===== config.mk =====
export PLATFORM = sky130hd
export DESIGN_NAME = score_keeper_flat
export DESIGN_NICKNAME = d
export VERILOG_FILES = /design/src/rtl/score_keeper_pkg.sv /design/src/rtl/score_keeper_if.sv /design/src/rtl/score_keeper_bcd_adder.sv /design/src/rtl/score_keeper.sv /design/src/flat_wrapper.sv
export SDC_FILE = /design/constraint.sdc
export NUM_CORES = 1
export LEC_CHECK = 0
export CAP_MARGIN = 10
export CORE_MARGIN = 10
export CORE_UTILIZATION = 40
export CTS_CLUSTER_SIZE = 14
export DETAILED_ROUTE_END_ITERATION = 16
export PLACE_DENSITY_LB_ADDON = 0.25
export SYNTH_ARGS = -nofsm -noshare
export SYNTH_HDL_FRONTEND = slang
export SYNTH_SLANG_ARGS = --single-unit

===== constraint.sdc =====
create_clock -name clk -period 11.4 [get_ports clk]
set_clock_uncertainty 0.15 [all_clocks]
set_input_delay 2.28 -clock clk [delete_from_list [all_inputs] [get_ports clk]]
set_output_delay 2.28 -clock clk [all_outputs]
set_load 0.05 [all_outputs]

===== src/rtl/score_keeper_pkg.sv =====
// score_keeper_pkg: shared constants and FSM state type for the score keeper.
`default_nettype none

package score_keeper_pkg;

   localparam int SK_SCORE_DIGITS = 5;
   localparam int SK_LIVES_INIT   = 3;
   localparam int SK_LIVES_MAX    = 9;

   typedef enum logic [1:0] {
      SK_IDLE  = 2'd0,
      SK_ADD   = 2'd1,
      SK_CHECK = 2'd2
   } sk_state_e;

endpackage

`default_nettype wire


===== src/rtl/score_keeper_if.sv =====
// score_keeper_if: frame/event inputs and score/lives display outputs of the score keeper.
`default_nettype none

interface score_keeper_if
   import score_keeper_pkg::*;
#(
   parameter int NUM_SRC      = 2,
   parameter int SCORE_DIGITS = SK_SCORE_DIGITS
);
   logic                      vsync;
   logic                      game_begin;
   logic                      ship_hit;
   logic [NUM_SRC*11-1:0]     ast_points;
   logic [4*SCORE_DIGITS-1:0] score;
   logic [4*SCORE_DIGITS-1:0] high_score;
   logic [3:0]                lives;
   logic                      extra_life;
   logic                      game_over;
   logic                      busy;

   modport master (
      output vsync, game_begin, ship_hit, ast_points,
      input  score, high_score, lives, extra_life, game_over, busy
   );

   modport slave (
      input  vsync, game_begin, ship_hit, ast_points,
      output score, high_score, lives, extra_life, game_over, busy
   );
endinterface

`default_nettype wire


===== src/rtl/score_keeper_bcd_adder.sv =====
// bcd_adder: combinational digit-ripple BCD adder with per-digit +6 correction.
`default_nettype none

module bcd_adder #(
   parameter int DIGITS = 5
) (
   input  logic [4*DIGITS-1:0] a,
   input  logic [4*DIGITS-1:0] b,
   output logic [4*DIGITS-1:0] sum,
   output logic                carry_out
);

   logic [DIGITS:0] carry;

   assign carry[0] = 1'b0;

   for (genvar g = 0; g < DIGITS; g++) begin : g_digit
      logic [4:0] raw;
      assign raw                = {1'b0, a[4*g +: 4]} + {1'b0, b[4*g +: 4]} + {4'b0, carry[g]};
      assign carry[g+1]         = (raw > 5'd9);
      // raw is at most 19; adding 6 modulo 16 yields the corrected digit
      assign sum[4*g +: 4]      = carry[g+1] ? (raw[3:0] + 4'd6) : raw[3:0];
   end

   assign carry_out = carry[DIGITS];

endmodule

`default_nettype wire


===== src/rtl/score_keeper.sv =====
// score_keeper: per-frame BCD score accumulation, lives, extra-life award and high score.
`default_nettype none

module score_keeper
   import score_keeper_pkg::*;
#(
   parameter int NUM_SRC      = 2,
   parameter int SCORE_DIGITS = SK_SCORE_DIGITS
) (
   input  wire logic     clk,
   input  wire logic     resetN,
   score_keeper_if.slave bus
);

   localparam int SW    = 4 * SCORE_DIGITS;
   localparam int IDX_W = (NUM_SRC > 1) ? $clog2(NUM_SRC) : 1;
   localparam logic [IDX_W-1:0] LAST_IDX = IDX_W'(NUM_SRC - 1);

   sk_state_e        state_q, state_d;
   logic [IDX_W-1:0] src_idx_q, src_idx_d;
   logic [10:0]      held_q [NUM_SRC];
   logic [3:0]       old_top_q;
   logic [SW-1:0]    score_q, score_d, high_q, high_d, sum;
   logic [3:0]       lives_q, lives_d;
   logic             extra_q, extra_d;
   logic             go_q, go_d, go_dly_q, vsync_q;
   logic             capture, award, hit, unused_carry;

   bcd_adder #(.DIGITS(SCORE_DIGITS)) u_add (
      .a         (score_q),
      .b         ({{(SW-11){1'b0}}, held_q[src_idx_q]}),
      .sum       (sum),
      .carry_out (unused_carry)
   );

   assign capture = vsync_q && !go_q && (state_q == SK_IDLE);

   always_comb begin
      state_d   = state_q;
      src_idx_d = src_idx_q;
      score_d   = score_q;
      lives_d   = lives_q;
      go_d      = go_q;
      high_d    = high_q;
      extra_d   = 1'b0;
      award     = 1'b0;

      case (state_q)
         SK_IDLE: begin
            if (capture) begin
               state_d   = SK_ADD;
               src_idx_d = '0;
            end
         end
         SK_ADD: begin
            score_d = sum;
            if (src_idx_q == LAST_IDX) state_d = SK_CHECK;
            else                       src_idx_d = IDX_W'(src_idx_q + 1);
         end
         SK_CHECK: begin
            award   = (score_q[SW-1 -: 4] != old_top_q);
            extra_d = award;
            state_d = SK_IDLE;
         end
         default: state_d = SK_IDLE;
      endcase

      // score is frozen once the game has ended
      if (go_q) begin
         state_d = SK_IDLE;
         score_d = score_q;
         award   = 1'b0;
         extra_d = 1'b0;
      end

      hit = bus.ship_hit && !go_q && (lives_q != 4'd0);
      if (award && !hit) begin
         if (lives_q != 4'(SK_LIVES_MAX)) lives_d = lives_q + 4'd1;
      end else if (hit && !award) begin
         lives_d = lives_q - 4'd1;
         if (lives_q == 4'd1) go_d = 1'b1;
      end

      if (go_q && !go_dly_q && (score_q > high_q)) high_d = score_q;

      if (bus.game_begin) begin
         state_d   = SK_IDLE;
         src_idx_d = '0;
         score_d   = '0;
         lives_d   = 4'(SK_LIVES_INIT);
         go_d      = 1'b0;
         extra_d   = 1'b0;
      end
   end

   always_ff @(posedge clk or negedge resetN) begin
      if (!resetN) begin
         state_q   <= SK_IDLE;
         src_idx_q <= '0;
         old_top_q <= 4'd0;
         score_q   <= '0;
         high_q    <= '0;
         lives_q   <= 4'd0;
         extra_q   <= 1'b0;
         go_q      <= 1'b1;
         go_dly_q  <= 1'b1;
         vsync_q   <= 1'b0;
         for (int i = 0; i < NUM_SRC; i++) held_q[i] <= 11'd0;
      end else begin
         state_q   <= state_d;
         src_idx_q <= src_idx_d;
         score_q   <= score_d;
         high_q    <= high_d;
         lives_q   <= lives_d;
         extra_q   <= extra_d;
         go_q      <= go_d;
         go_dly_q  <= go_q;
         vsync_q   <= bus.vsync;
         if (capture) begin
            old_top_q <= score_q[SW-1 -: 4];
            for (int i = 0; i < NUM_SRC; i++) held_q[i] <= bus.ast_points[i*11 +: 11];
         end
      end
   end

   assign bus.score      = score_q;
   assign bus.high_score = high_q;
   assign bus.lives      = lives_q;
   assign bus.extra_life = extra_q;
   assign bus.game_over  = go_q;
   assign bus.busy       = (state_q != SK_IDLE);

endmodule

`default_nettype wire


===== src/flat_wrapper.sv =====
// flat-port wrapper written by rule: the top's interface ports become plain ports
module score_keeper_flat import score_keeper_pkg::*;
#(
   parameter int NUM_SRC      = 2,
   parameter int SCORE_DIGITS = SK_SCORE_DIGITS
)
  (clk, resetN, bus_vsync, bus_game_begin, bus_ship_hit, bus_ast_points, bus_score, bus_high_score, bus_lives, bus_extra_life, bus_game_over, bus_busy);
  score_keeper_if #(.NUM_SRC(NUM_SRC), .SCORE_DIGITS(SCORE_DIGITS)) bus_i ();
  input  wire logic clk;
  input  wire logic resetN;
  input wire logic [$bits(bus_i.vsync)-1:0] bus_vsync;
  input wire logic [$bits(bus_i.game_begin)-1:0] bus_game_begin;
  input wire logic [$bits(bus_i.ship_hit)-1:0] bus_ship_hit;
  input wire logic [$bits(bus_i.ast_points)-1:0] bus_ast_points;
  output wire logic [$bits(bus_i.score)-1:0] bus_score;
  output wire logic [$bits(bus_i.high_score)-1:0] bus_high_score;
  output wire logic [$bits(bus_i.lives)-1:0] bus_lives;
  output wire logic [$bits(bus_i.extra_life)-1:0] bus_extra_life;
  output wire logic [$bits(bus_i.game_over)-1:0] bus_game_over;
  output wire logic [$bits(bus_i.busy)-1:0] bus_busy;
  assign bus_i.vsync = bus_vsync;
  assign bus_i.game_begin = bus_game_begin;
  assign bus_i.ship_hit = bus_ship_hit;
  assign bus_i.ast_points = bus_ast_points;
  assign bus_score = bus_i.score;
  assign bus_high_score = bus_i.high_score;
  assign bus_lives = bus_i.lives;
  assign bus_extra_life = bus_i.extra_life;
  assign bus_game_over = bus_i.game_over;
  assign bus_busy = bus_i.busy;
  score_keeper #(.NUM_SRC(NUM_SRC), .SCORE_DIGITS(SCORE_DIGITS)) u_core (.clk(clk), .resetN(resetN), .bus(bus_i));
endmodule

==> run_results.csv <==
group,metric,value,unit
timing,slew_violations,0,
route,first_pass_iters,4,
setup_path,crit_arrival,9.05,ns
layout,n_antenna_cell,0,
route,drt-total-wl,11000,um
setup_path,path_buf_inv,4,
clock_tree,cts_tree,"built",
clock_tree,root_buffer,"clkbuf_16",
clock_tree,cts_buffers,9,
clock_tree,clk_pin_slew,0.06,ns
placed_design,pre_cts_slack,2.46,ns
timing,tightest_slew,0.991,ns
logic_synthesis,synth_edf_count,0,
worst_hold_path,worst_hold_path_type,"reg -> reg",
route,post-route-drc-count,0,
clock_tree,h-tree-depth,3,
floorplan,die_h,130,um
layout,n_fill_cell,1079,
clock_tree,postCtsHoldBufs,0,
timing,fin_crit_sh,0.788,
placed_design,gp_congestion,0.903,
power,p_leak,2.69,nW
setup_path,slowest_stage,"dfrtp_1",
grt,first_global_vias,3697,
logic_synthesis,syn_area,4820,um2
power,ir_worst_vdd,104,uV
clock_tree,cts-resized-gates,0,
floorplan,rows,40,
logic_synthesis,synth.distinct_cells,52,
timing,min_period,8.99,ns
logic_synthesis,synth.net_count,531,
logic_synthesis,syn_inst,458,
timing,rsz0062_at_grt,"false",
logic_synthesis,synth_largest_area_cell,"dfrtp_1",
setup_path,worstSetupPathType,"reg -> reg",
clock_tree,cts_buffer_depth,2,
grt,grt_pass1_wl,18800,um
timing,setup-tns-final,0,ns
layout,drive_gt1_frac,0.148,
run,maxCapViolCount,0,
setup_path,crit_fanout,14,
setup_path,max_stage_delay,0.68,ns
route,initialDrtViolationCount,217,
timing,relSlewSlack,0.339,
grt,antenna_found_initial,0,
timing,hold-worst-slack,0.308,ns
floorplan,start_util,0.404,
grt,grt_overflow,0,
setup_path,crit_path_frequent_cell,"ha_1",
logic_synthesis,synth_ff_type,"dfrtp_1",
floorplan,die-area,16800,um2
outcome,status,"finished clean",
logic_synthesis,syn_avg_cell_area,10.5,um2
setup_path,endpoint_kind,"flip-flop",
logic_synthesis,yosys_warnings,0,
route,via_per_inst,5.33,
timing,setup_slack,2.41,ns
route,routedWlPerCell,16.3,um
timing,fmax,111,MHz
setup_path,critPathTopFamily,"adder cells",
power,power_density,231,nW/um2
placed_design,port_buffers,73,
setup_path,crit_required,11.46,ns
route,dr_total_vias,3619,
logic_synthesis,ys_seq_elements,77,
clock_tree,insertion_delay,0.34,ns
logic_synthesis,synth_top_area_frac,0.390,
route,ant_nets,0,
layout,regArea,1930,um2
layout,area_growth,24.9,%
placed_design,place_area,5670,um2
floorplan,core,11900,um2
logic_synthesis,async_flop_share,1.00,
placed_design,dpl.hpwl,8230,um
logic_synthesis,synth-seq-area-share,0.401,
setup_path,rrSetupSlack,2.41,ns
clock_tree,numClockSinks,77,
floorplan,io_pins,74,
timing,final-hold-violation-count,0,
layout,multiInputGateArea,2660,um2
grt,track_usage,0.140,
logic_synthesis,synth.area.top_cells,"dfrtp_1 39%, ha_1 11%, mux2_2 8.0%, mux2_4 5.0%, a21oi_1 3.1%",
layout,final_area,6010,um2
timing,setup_viol,0,
layout,nets,601,
floorplan,die_w,130,um
setup_path,startpoint_type,"flip-flop",
clock_tree,post_cts_buffers,0,
grt,grt_max_degree,78,
## cell families after synthesis
kind of cell	Yosys count	share of synthesized area
flops	77	0.401
fa+ha+maj	46	0.127
mux	64	0.158
simple gates	116	0.123
buf+inv	56	0.0475
xor+xnor	16	0.0291
compound gates	83	0.114
## report_power, final
part	switching (W)	total (W)	internal [W]	leakage, nW
combinational	0.000408	0.000696	0.000288	1.54
sequential	0.0000557	0.000382	0.000326	0.995
clock	0.000113	0.000309	0.000196	0.152
## worst reg2reg max path, delay by kind of cell (launching register included)
family | cells | cell delay (ns)
fa+ha+maj | 11 | 3.28
buf+inv | 4 | 0.25
compound gates | 12 | 2.89
simple gates | 6 | 0.76
flops | 1 | 0.68
xor+xnor | 2 | 0.59
mux | 1 | 0.26
## Yosys cell counts (all sizes together) (5+ instances only)
cell    number
nand3        8
a211oi       6
o21ai       18
and2         6
fa           5
nor2        24
ha          41
mux2        50
a21oi       30
nand2       27
mux2i       14
dfrtp       75
xor2         6
nand4        6
nor3        10
a21o         8
buf          7
inv         38
clkbuf      11
nand2b      14
xnor2       10
## area by class of cell
type,instances,share of cell area
clock buffers,11,0.0404
multi-input cells,325,0.443
flip-flops and latches,77,0.321
inverters,38,0.0237
clock inverters,4,0.0121
well taps,147,0.0306
repair buffers,77,0.129
## state kept, by name (all words and copies together), names as in the netlist
| name | count |
|---|---|
| u_core.held_q | 22 |
| u_core.bus.high_score | 20 |
| u_core.bus.score | 20 |
| u_core.bus.lives | 4 |
| u_core.old_top_q | 4 |
| u_core.state_q | 2 |
| u_core.bus.extra_life | 1 |
| u_core.bus.game_over | 1 |
| u_core.go_dly_q | 1 |
| u_core.src_idx_q | 1 |
| u_core.vsync_q | 1 |
## routing by layer
metal,track usage,vias up,share of wire
li1,-,1750,-
met1,0.170,1771,0.44
met2,0.231,81,0.49
met3,0.0345,17,0.046
met4,0.0642,0,0.021
met5,0,-,0
## final timing paths
path | depth (start not counted) | from | end
hold reg to reg | 0 | u_core.bus.game_over$_DFFE_PN1P_ | u_core.go_dly_q$_DFF_PN1_
max in group asynchronous | 1 | resetN | u_core.state_q[0]$_DFFE_PN0P_
setup reg to reg | 36 | u_core.src_idx_q$_DFFE_PN0P_ | u_core.bus.score[18]$_DFFE_PN0P_
setup / recovery | 36 | u_core.src_idx_q$_DFFE_PN0P_ | u_core.bus.score[18]$_DFFE_PN0P_
min in group asynchronous | 1 | resetN | u_core.bus.score[11]$_DFFE_PN0P_
hold / removal | 0 | u_core.bus.game_over$_DFFE_PN1P_ | u_core.go_dly_q$_DFF_PN1_
## through the flow
step,power (W),utilization,instances
2_1_floorplan,0.000892,-,458
3_3_place_gp,0.00107,0.476,663
3_5_place_dp,0.00108,0.476,663
4_1_cts,0.00140,0.503,678
5_1_grt,0.00151,0.505,679
6_report,0.00139,0.505,679
## cells in the final DEF, fill, tap and decap left out, drive strengths merged, types with 5 or more instances in the layout
cell type | synthesis | final
a211oi | 6 | 6
a21o | 8 | 8
a21oi | 30 | 30
and2 | 6 | 6
buf | 7 | 5
clkbuf | 11 | 11
clkdlybuf4s50 | 0 | 72
dfrtp | 75 | 75
fa | 5 | 5
ha | 41 | 41
inv | 38 | 38
mux2 | 50 | 50
mux2i | 14 | 14
nand2 | 27 | 27
nand2b | 14 | 14
nand3 | 8 | 8
nand4 | 6 | 6
nor2 | 24 | 24
nor3 | 10 | 10
o21ai | 18 | 18
xnor2 | 10 | 10
xor2 | 6 | 6
(Power assumes the default switching activity.)
